==> config.mk <==
export PLATFORM = sky130hd
export DESIGN_NAME = mem_dump_reader
export DESIGN_NICKNAME = d
export VERILOG_FILES = /design/src/rtl/mem_dump_pkg.sv /design/src/rtl/mem_rd_skid.sv /design/src/rtl/mem_dump_reader.sv
export SDC_FILE = /design/constraint.sdc
export NUM_CORES = 1
export LEC_CHECK = 0
export CAP_MARGIN = 20
export CORE_UTILIZATION = 25
export CTS_CLUSTER_SIZE = 8
export DETAILED_ROUTE_END_ITERATION = 10
export HOLD_SLACK_MARGIN = 0.15
export SETUP_SLACK_MARGIN = 0.1
export SKIP_LAST_GASP = 1
export SLEW_MARGIN = 15
export SYNTH_ARGS = -nofsm -noshare
export SYNTH_HDL_FRONTEND = slang
export SYNTH_SLANG_ARGS = --single-unit
==> constraint.sdc <==
create_clock -name clk -period 4.06 [get_ports clk]
set_input_delay 0.812 -clock clk [delete_from_list [all_inputs] [get_ports clk]]
set_output_delay 0.812 -clock clk [all_outputs]
set_load 0.01 [all_outputs]
==> src/rtl/mem_dump_pkg.sv <==
// Shared types and constants for the memory dump reader and its skid buffer.
package mem_dump_pkg;

  localparam int DEF_DW     = 32;
  localparam int DEF_AW     = 8;
  localparam int SKID_DEPTH = 2;
  localparam int OCC_W      = $clog2(SKID_DEPTH + 1);

  typedef enum logic [1:0] {
    ST_IDLE,
    ST_READ,
    ST_DRAIN,
    ST_DONE
  } state_t;

  // Counters need one extra bit so a full-depth window can be counted to DEPTH.
  function automatic int cnt_width(input int aw);
    return aw + 1;
  endfunction

endpackage

==> src/rtl/mem_rd_skid.sv <==
// Two-entry valid/ready buffer behind a one-cycle-latency memory read port.
// Words flow straight through when empty and the consumer is ready.
module mem_rd_skid
  import mem_dump_pkg::*;
#(
  parameter int DW = DEF_DW
) (
  input  logic             clk,
  input  logic             rst_n,
  input  logic             in_valid,
  input  logic [DW-1:0]    in_data,
  output logic             out_valid,
  output logic [DW-1:0]    out_data,
  input  logic             out_ready,
  output logic [OCC_W-1:0] occupancy
);

  logic [DW-1:0]    entry0_q;
  logic [DW-1:0]    entry1_q;
  logic [OCC_W-1:0] count_q;
  logic             pop;

  assign out_valid = (count_q != '0) || in_valid;
  assign out_data  = (count_q != '0) ? entry0_q : (in_valid ? in_data : '0);
  assign occupancy = count_q;
  assign pop       = out_valid && out_ready;

  // The reader's credit scheme guarantees an arriving word always has a free slot.
  always_ff @(posedge clk) begin
    if (!rst_n) begin
      entry0_q <= '0;
      entry1_q <= '0;
      count_q  <= '0;
    end else begin
      case (count_q)
        OCC_W'(0): begin
          if (in_valid && !out_ready) begin
            entry0_q <= in_data;
            count_q  <= OCC_W'(1);
          end
        end
        OCC_W'(1): begin
          if (pop) begin
            if (in_valid) entry0_q <= in_data;
            else          count_q  <= OCC_W'(0);
          end else if (in_valid) begin
            entry1_q <= in_data;
            count_q  <= OCC_W'(2);
          end
        end
        default: begin
          if (pop) begin
            entry0_q <= entry1_q;
            if (in_valid) entry1_q <= in_data;
            else          count_q  <= OCC_W'(1);
          end
        end
      endcase
    end
  end

endmodule

==> src/rtl/mem_dump_reader.sv <==
// Streams a contiguous, wrapping window of a synchronous memory out over valid/ready.
// Reads are credit-limited so no more than two words are ever buffered or in flight.
module mem_dump_reader
  import mem_dump_pkg::*;
#(
  parameter int DW = DEF_DW,
  parameter int AW = DEF_AW
) (
  input  logic          clk,
  input  logic          rst_n,
  input  logic          start,
  input  logic [AW-1:0] base_addr,
  input  logic [AW:0]   len,
  output logic          busy,
  output logic          done,
  output logic          mem_ce,
  output logic [AW-1:0] mem_addr,
  input  logic [DW-1:0] mem_rdata,
  output logic          out_valid,
  output logic [DW-1:0] out_data,
  output logic          out_last,
  input  logic          out_ready
);

  localparam int CW = cnt_width(AW);

  state_t           state_q;
  state_t           state_d;
  logic [CW-1:0]    len_q;
  logic [CW-1:0]    issued_q;
  logic [CW-1:0]    accepted_q;
  logic [AW-1:0]    rd_addr_q;
  logic [AW-1:0]    hold_addr_q;
  logic             inflight_q;
  logic [OCC_W-1:0] occ;
  logic             room;
  logic             handshake;
  logic             last_word;

  mem_rd_skid #(.DW(DW)) u_skid (
    .clk       (clk),
    .rst_n     (rst_n),
    .in_valid  (inflight_q),
    .in_data   (mem_rdata),
    .out_valid (out_valid),
    .out_data  (out_data),
    .out_ready (out_ready),
    .occupancy (occ)
  );

  assign handshake = out_valid && out_ready;
  assign room      = (int'(occ) + int'(inflight_q)) < SKID_DEPTH;
  assign last_word = (accepted_q == len_q - CW'(1));
  assign out_last  = out_valid && last_word;
  assign mem_addr  = mem_ce ? rd_addr_q : hold_addr_q;

  always_ff @(posedge clk) begin
    if (!rst_n) state_q <= ST_IDLE;
    else        state_q <= state_d;
  end

  always_comb begin
    state_d = state_q;
    busy    = 1'b0;
    done    = 1'b0;
    mem_ce  = 1'b0;
    unique case (state_q)
      ST_IDLE: begin
        if (start) state_d = (len == '0) ? ST_DONE : ST_READ;
      end
      ST_READ: begin
        busy = 1'b1;
        if ((issued_q < len_q) && room) begin
          mem_ce = 1'b1;
          if (issued_q == len_q - CW'(1)) state_d = ST_DRAIN;
        end
      end
      ST_DRAIN: begin
        busy = 1'b1;
        // Leave as soon as the final word is taken so done lands one cycle later.
        if ((accepted_q == len_q) || (handshake && last_word)) state_d = ST_DONE;
      end
      ST_DONE: begin
        busy    = 1'b1;
        done    = 1'b1;
        state_d = ST_IDLE;
      end
      default: state_d = ST_IDLE;
    endcase
  end

  always_ff @(posedge clk) begin
    if (!rst_n) begin
      len_q       <= '0;
      issued_q    <= '0;
      accepted_q  <= '0;
      rd_addr_q   <= '0;
      hold_addr_q <= '0;
      inflight_q  <= 1'b0;
    end else begin
      inflight_q <= mem_ce;
      if ((state_q == ST_IDLE) && start) begin
        len_q      <= len;
        rd_addr_q  <= base_addr;
        issued_q   <= '0;
        accepted_q <= '0;
      end else begin
        if (mem_ce) begin
          issued_q    <= issued_q + CW'(1);
          rd_addr_q   <= rd_addr_q + AW'(1);
          hold_addr_q <= rd_addr_q;
        end
        if (handshake) accepted_q <= accepted_q + CW'(1);
      end
    end
  end

endmodule

==> results by stage <==
Run status:
- The run finished with clean final reports.

STA:
- Setup repair after global routing left no endpoint under its margin.
- The tightest hold path in the finished design has a slack of 454 ps.
- The final critical path takes up 94.2% of the cycle.
- The number of hold violations in the final report is 0.
- For the pin with the worst max-slew slack, the measured transition is 762 ps.
- The total of endpoints with negative setup slack in the final report is 0.
- The fmax is 0.262 GHz.
- The total negative slack is 0 ps.
- The final max-slew violation count is 0.
- The final setup skew is 12.2 ps.
- The worst slew slack as a fraction of its limit is 49.1%.
- The worst path in the final design needs a cycle of between 3000 and 4000 ps, including I/O delays and setup.

Worst setup path:
- The number of cells on the worst reg-to-reg path is 11.
- The critical path class is reg -> out.
- The worst setup path is captured at an output port.
- The worst register-to-register path ends at rd_addr_q[2].
- For flop-to-flop paths, the worst setup slack is 1410 ps.
- Data arrives at the worst endpoint at roughly 3000 ps.
- STA classifies the critical path startpoint as a flip-flop.
- Of all nets on the critical path, the largest fanout is 6.
- The source of the critical timing path is len_q[6].
- The startpoint identified for the worst register-to-register timing path is len_q[6].
- STA puts the critical path data required time at 3250 ps.

Route:
- The via count of the routed design is 5,370.
- The first routing iteration left approximately 230 violations.
- The residual antenna-violating net count after detailed routing is 0.
- The post-detailed-route via-to-cell ratio is 4.61.
- For this run, design rule violations remaining after detail routing come to 0.
- Dividing the detail-routed wire length by the instance count gives around 13 microns.
- Summed over all layers, the routed wires come to 15,600 microns.
- The number of detailed-route iterations in the first pass is 4.

Clock tree:
- The clock-pin slew on the worst setup and hold paths is 80 ps.
- The H-tree was split into 3 levels.
- The CTS tree is done.
- The TritonCTS buffer count is 9.
- The clock passes through at most 2 buffers.
- The cell chosen for the clock root is clkbuf_16.
- Counting every sink on the clock net gives 112.
- The clock reaches the later pin of the worst-skew pair after 360 ps.

Floorplan:
- Measured along the x axis, the die boundary spans 156 microns.
- The die covers 24,400 sq um.
- The core region is around 23,000 sq um.
- Row generation in the floorplan step produced 56 rows.
- The effective utilization at floorplan is 25.4%.
- The number of I/O pins is 98.
- The die boundary height is 156 microns.

Logic synthesis:
- The XOR/XNOR share of the synthesized area is under 10%.
- The share of the yosys chip area belonging to registers is 37.7%.
- The number of enable-type register cells in the synthesized netlist is 0.
- Of all cell types, the one taking the most synthesized area is dfxtp_1.
- The proportion of netlist area held by the largest area contributor is 37.7%.
- The synthesized netlist devotes 16.2% of its cell area to compound gates.
- After synthesis, the largest family of logic cells by area is simple AND/OR/NAND/NOR gates.
- The number of synthesized register bits is ~110.
- Summing every instance area after synthesis gives 5950 sq um.
- The number of library cell types mapped by synthesis is 50.
- Counting every instance in the synthesized netlist gives between 700 and 800.
- The average instance in the mapped netlist occupies 7.74 sq um.
- After synthesis, the share of flip-flops with an asynchronous set or reset is 0%.
- The fraction of the mapped netlist area in simple logic gates is roughly 22%.
- The number of nets in the synthesized netlist is 839.
- Of the post-synthesis cell area, the part taken by muxes is under 10%.
- By area the synthesized netlist is led by dfxtp_1, nand2_1, mux2i_1.
- The warning count from the yosys run is 0.
- The most used flip-flop cell after synthesis is dfxtp_1.
- The synthesized netlist devotes under 10% of its cell area to adder and majority cells.

Placement:
- Buffers placed on the I/O ports in this run total 97.
- The total half-perimeter wirelength after legalization and detailed placement is 10,400 microns.
- At the end of routability-driven placement, the weighted congestion stood at 0.843.

Cells and area:
- After the last flow step, the layout net total stands at just over 900.
- The proportion of layout cells with a drive suffix above 1 is 6.64%.
- The post-synthesis to final-layout area growth is 27.7%.
- The total of fill cells in the finished design is 2,496.

Power and ir drop:
- The worst vdd rail ir drop is 0.000161 V.
- Power spread over the standard cell area amounts to between 400 and 500 nW/um^2.
- Summed over all cells, the static leakage comes to 0.00251 uW.

Global routing:
- The first global-routing pass estimated 25,500 microns of wire.
- Entering global routing, the biggest net connects 66 pins.
- Across every metal layer, demand over resource in global routing totals a little over an eighth.
- The initial antenna violation count is 1.
- The total overflow left after global routing is 0.
- The via count of the first global-routing pass is 5,055.

Hold path:
- The tightest min-delay check is of the reg -> reg type.
- The start point of the worst hold path is u_skid.entry1_q[1].
- The worst-case hold path end point is u_skid.entry1_q[1].
- Counting instances, the worst hold path has a depth of 2.

Flow run:
- The number of max-cap violations is 0.
==> report_power, final <==
| group | switching, uW | internal [uW] |
|---|---|---|
| sequential | 90.5 | 1190 |
| clock | 454 | 497 |
| combinational | 538 | 462 |
| total | 1080 | 2150 |
==> cell usage in the layout (no fill, tap or decap), types with 2 or more instances in the layout <==
cell type,Yosys,layout
nand4_1,9,9
dfxtp_1,112,110
mux2_2,9,9
xor2_1,24,24
a21oi_1,63,62
nor2_1,62,62
nor3_1,8,7
nand2_1,182,182
and2_1,5,5
clkinvlp_4,0,2
clkbuf_16,0,9
xnor2_1,21,21
a211oi_1,36,36
nand3_1,18,17
a211o_1,2,2
and3_1,6,6
ha_1,18,18
or2_2,2,2
clkdlybuf4s50_1,0,97
o21ai_0,45,45
inv_6,0,3
mux2i_1,40,40
dfxtp_2,0,2
nand2b_1,4,4
buf_4,1,16
inv_1,17,16
or3_1,5,5
==> flip-flops by register name, indices dropped and copies added, names as in the netlist <==
name and cells:
len_q 9, inflight_q 1, u_skid.occupancy 2, u_skid.entry0_q 32, issued_q 9, hold_addr_q 8
accepted_q 9, u_skid.entry1_q 32, rd_addr_q 8, state_q 2
==> metal layers <==
layer  part of all wire, %  GRT usage (%)
met1                    47           16.5
met2                    46           22.2
met3                   4.6           2.99
met4                   1.8           4.48
met5                     0              0
==> logic make-up after synthesis <==
logic type,count (synthesis)
AO/OA/AOI/OAI,162
XOR/XNOR,45
adder cells (fa/ha/maj),18
buffers and inverters,73
flip-flops,112
multiplexers,49
AND/OR/NAND/NOR,309
==> per-stage QoR <==
| stage | util, % | worst slack [ps] | cell area (sq um) | std cells | total power [uW] |
|---|---|---|---|---|---|
| global placement | 30.9 | 494 | 7230 | 1143 | 2260 |
| detailed placement | 30.9 | 467 | 7230 | 1143 | 2270 |
| CTS | 32.2 | 163 | 7540 | 1159 | 3240 |
| global route | 32.4 | 114 | 7590 | 1163 | 3430 |
| floorplan | - | 1000 | 5950 | 768 | 1900 |
| finish | 32.4 | 236 | 7590 | 1164 | 3230 |
==> cells in the mapped netlist, types with 2 or more instances <==
library cell and number:
a211oi_1 36, inv_1 17, or3_1 5, mux2i_1 40, clkbuf_1 46, nor2_1 62, ha_1 18, a21oi_1 63
nand2_1 182, and2_1 5, buf_1 3, o21ai_0 45, or2_2 2, nand3_1 18, o21ai_1 2, nand4_1 9
mux2_2 9, xor2_1 24, buf_2 4, xnor2_1 21, nand2b_1 4, nor3_1 8, dfxtp_1 112, a211o_1 2
and3_1 6
==> final cells by class <==
type / instances / area, sq um / area share, %
clock inverter: 6 / 83.8 / 1.10
timing repair buffer: 114 / 1110 / 14.6
antenna: 1 / 2.50 / 0.0330
sequential: 112 / 2240 / 29.6
multi-input combinational: 583 / 3440 / 45.4
inverter: 18 / 71.3 / 0.939
tap: 319 / 399 / 5.26
timing repair inverter: 1 / 7.51 / 0.0989
clock buffer: 10 / 229 / 3.02
==> worst max-delay path: stages, from the launching register on <==
cell             delay (ps)
dfxtp_1                 400
inv_1                   120
ha_1                    350
a2111o_1                370
o21ai_1                 180
nand3_2                 190
clkinvlp_4              210
mux2_2                  350
clkdlybuf4s50_1         480
==> how the worst max path moves through the flow <==
stage,depth (start not counted),slack (ps),end
2_1_floorplan,10,1000,mem_addr[0]
3_3_place_gp,9,490,mem_addr[2]
3_5_place_dp,9,470,mem_addr[1]
4_1_cts,9,160,mem_addr[1]
5_1_grt,8,110,mem_addr[2]
6_report,8,240,mem_addr[6]
==> what timing repair did <==
item,4_1_cts,5_1_grt
endpoints found under the setup margin,8,9
resized for setup,1,6
setup buffers,0,3
gates cloned,0,1
hold buffers,0,0
pin swaps,0,0
No activity file was read; power rests on OpenSTA's default activity.
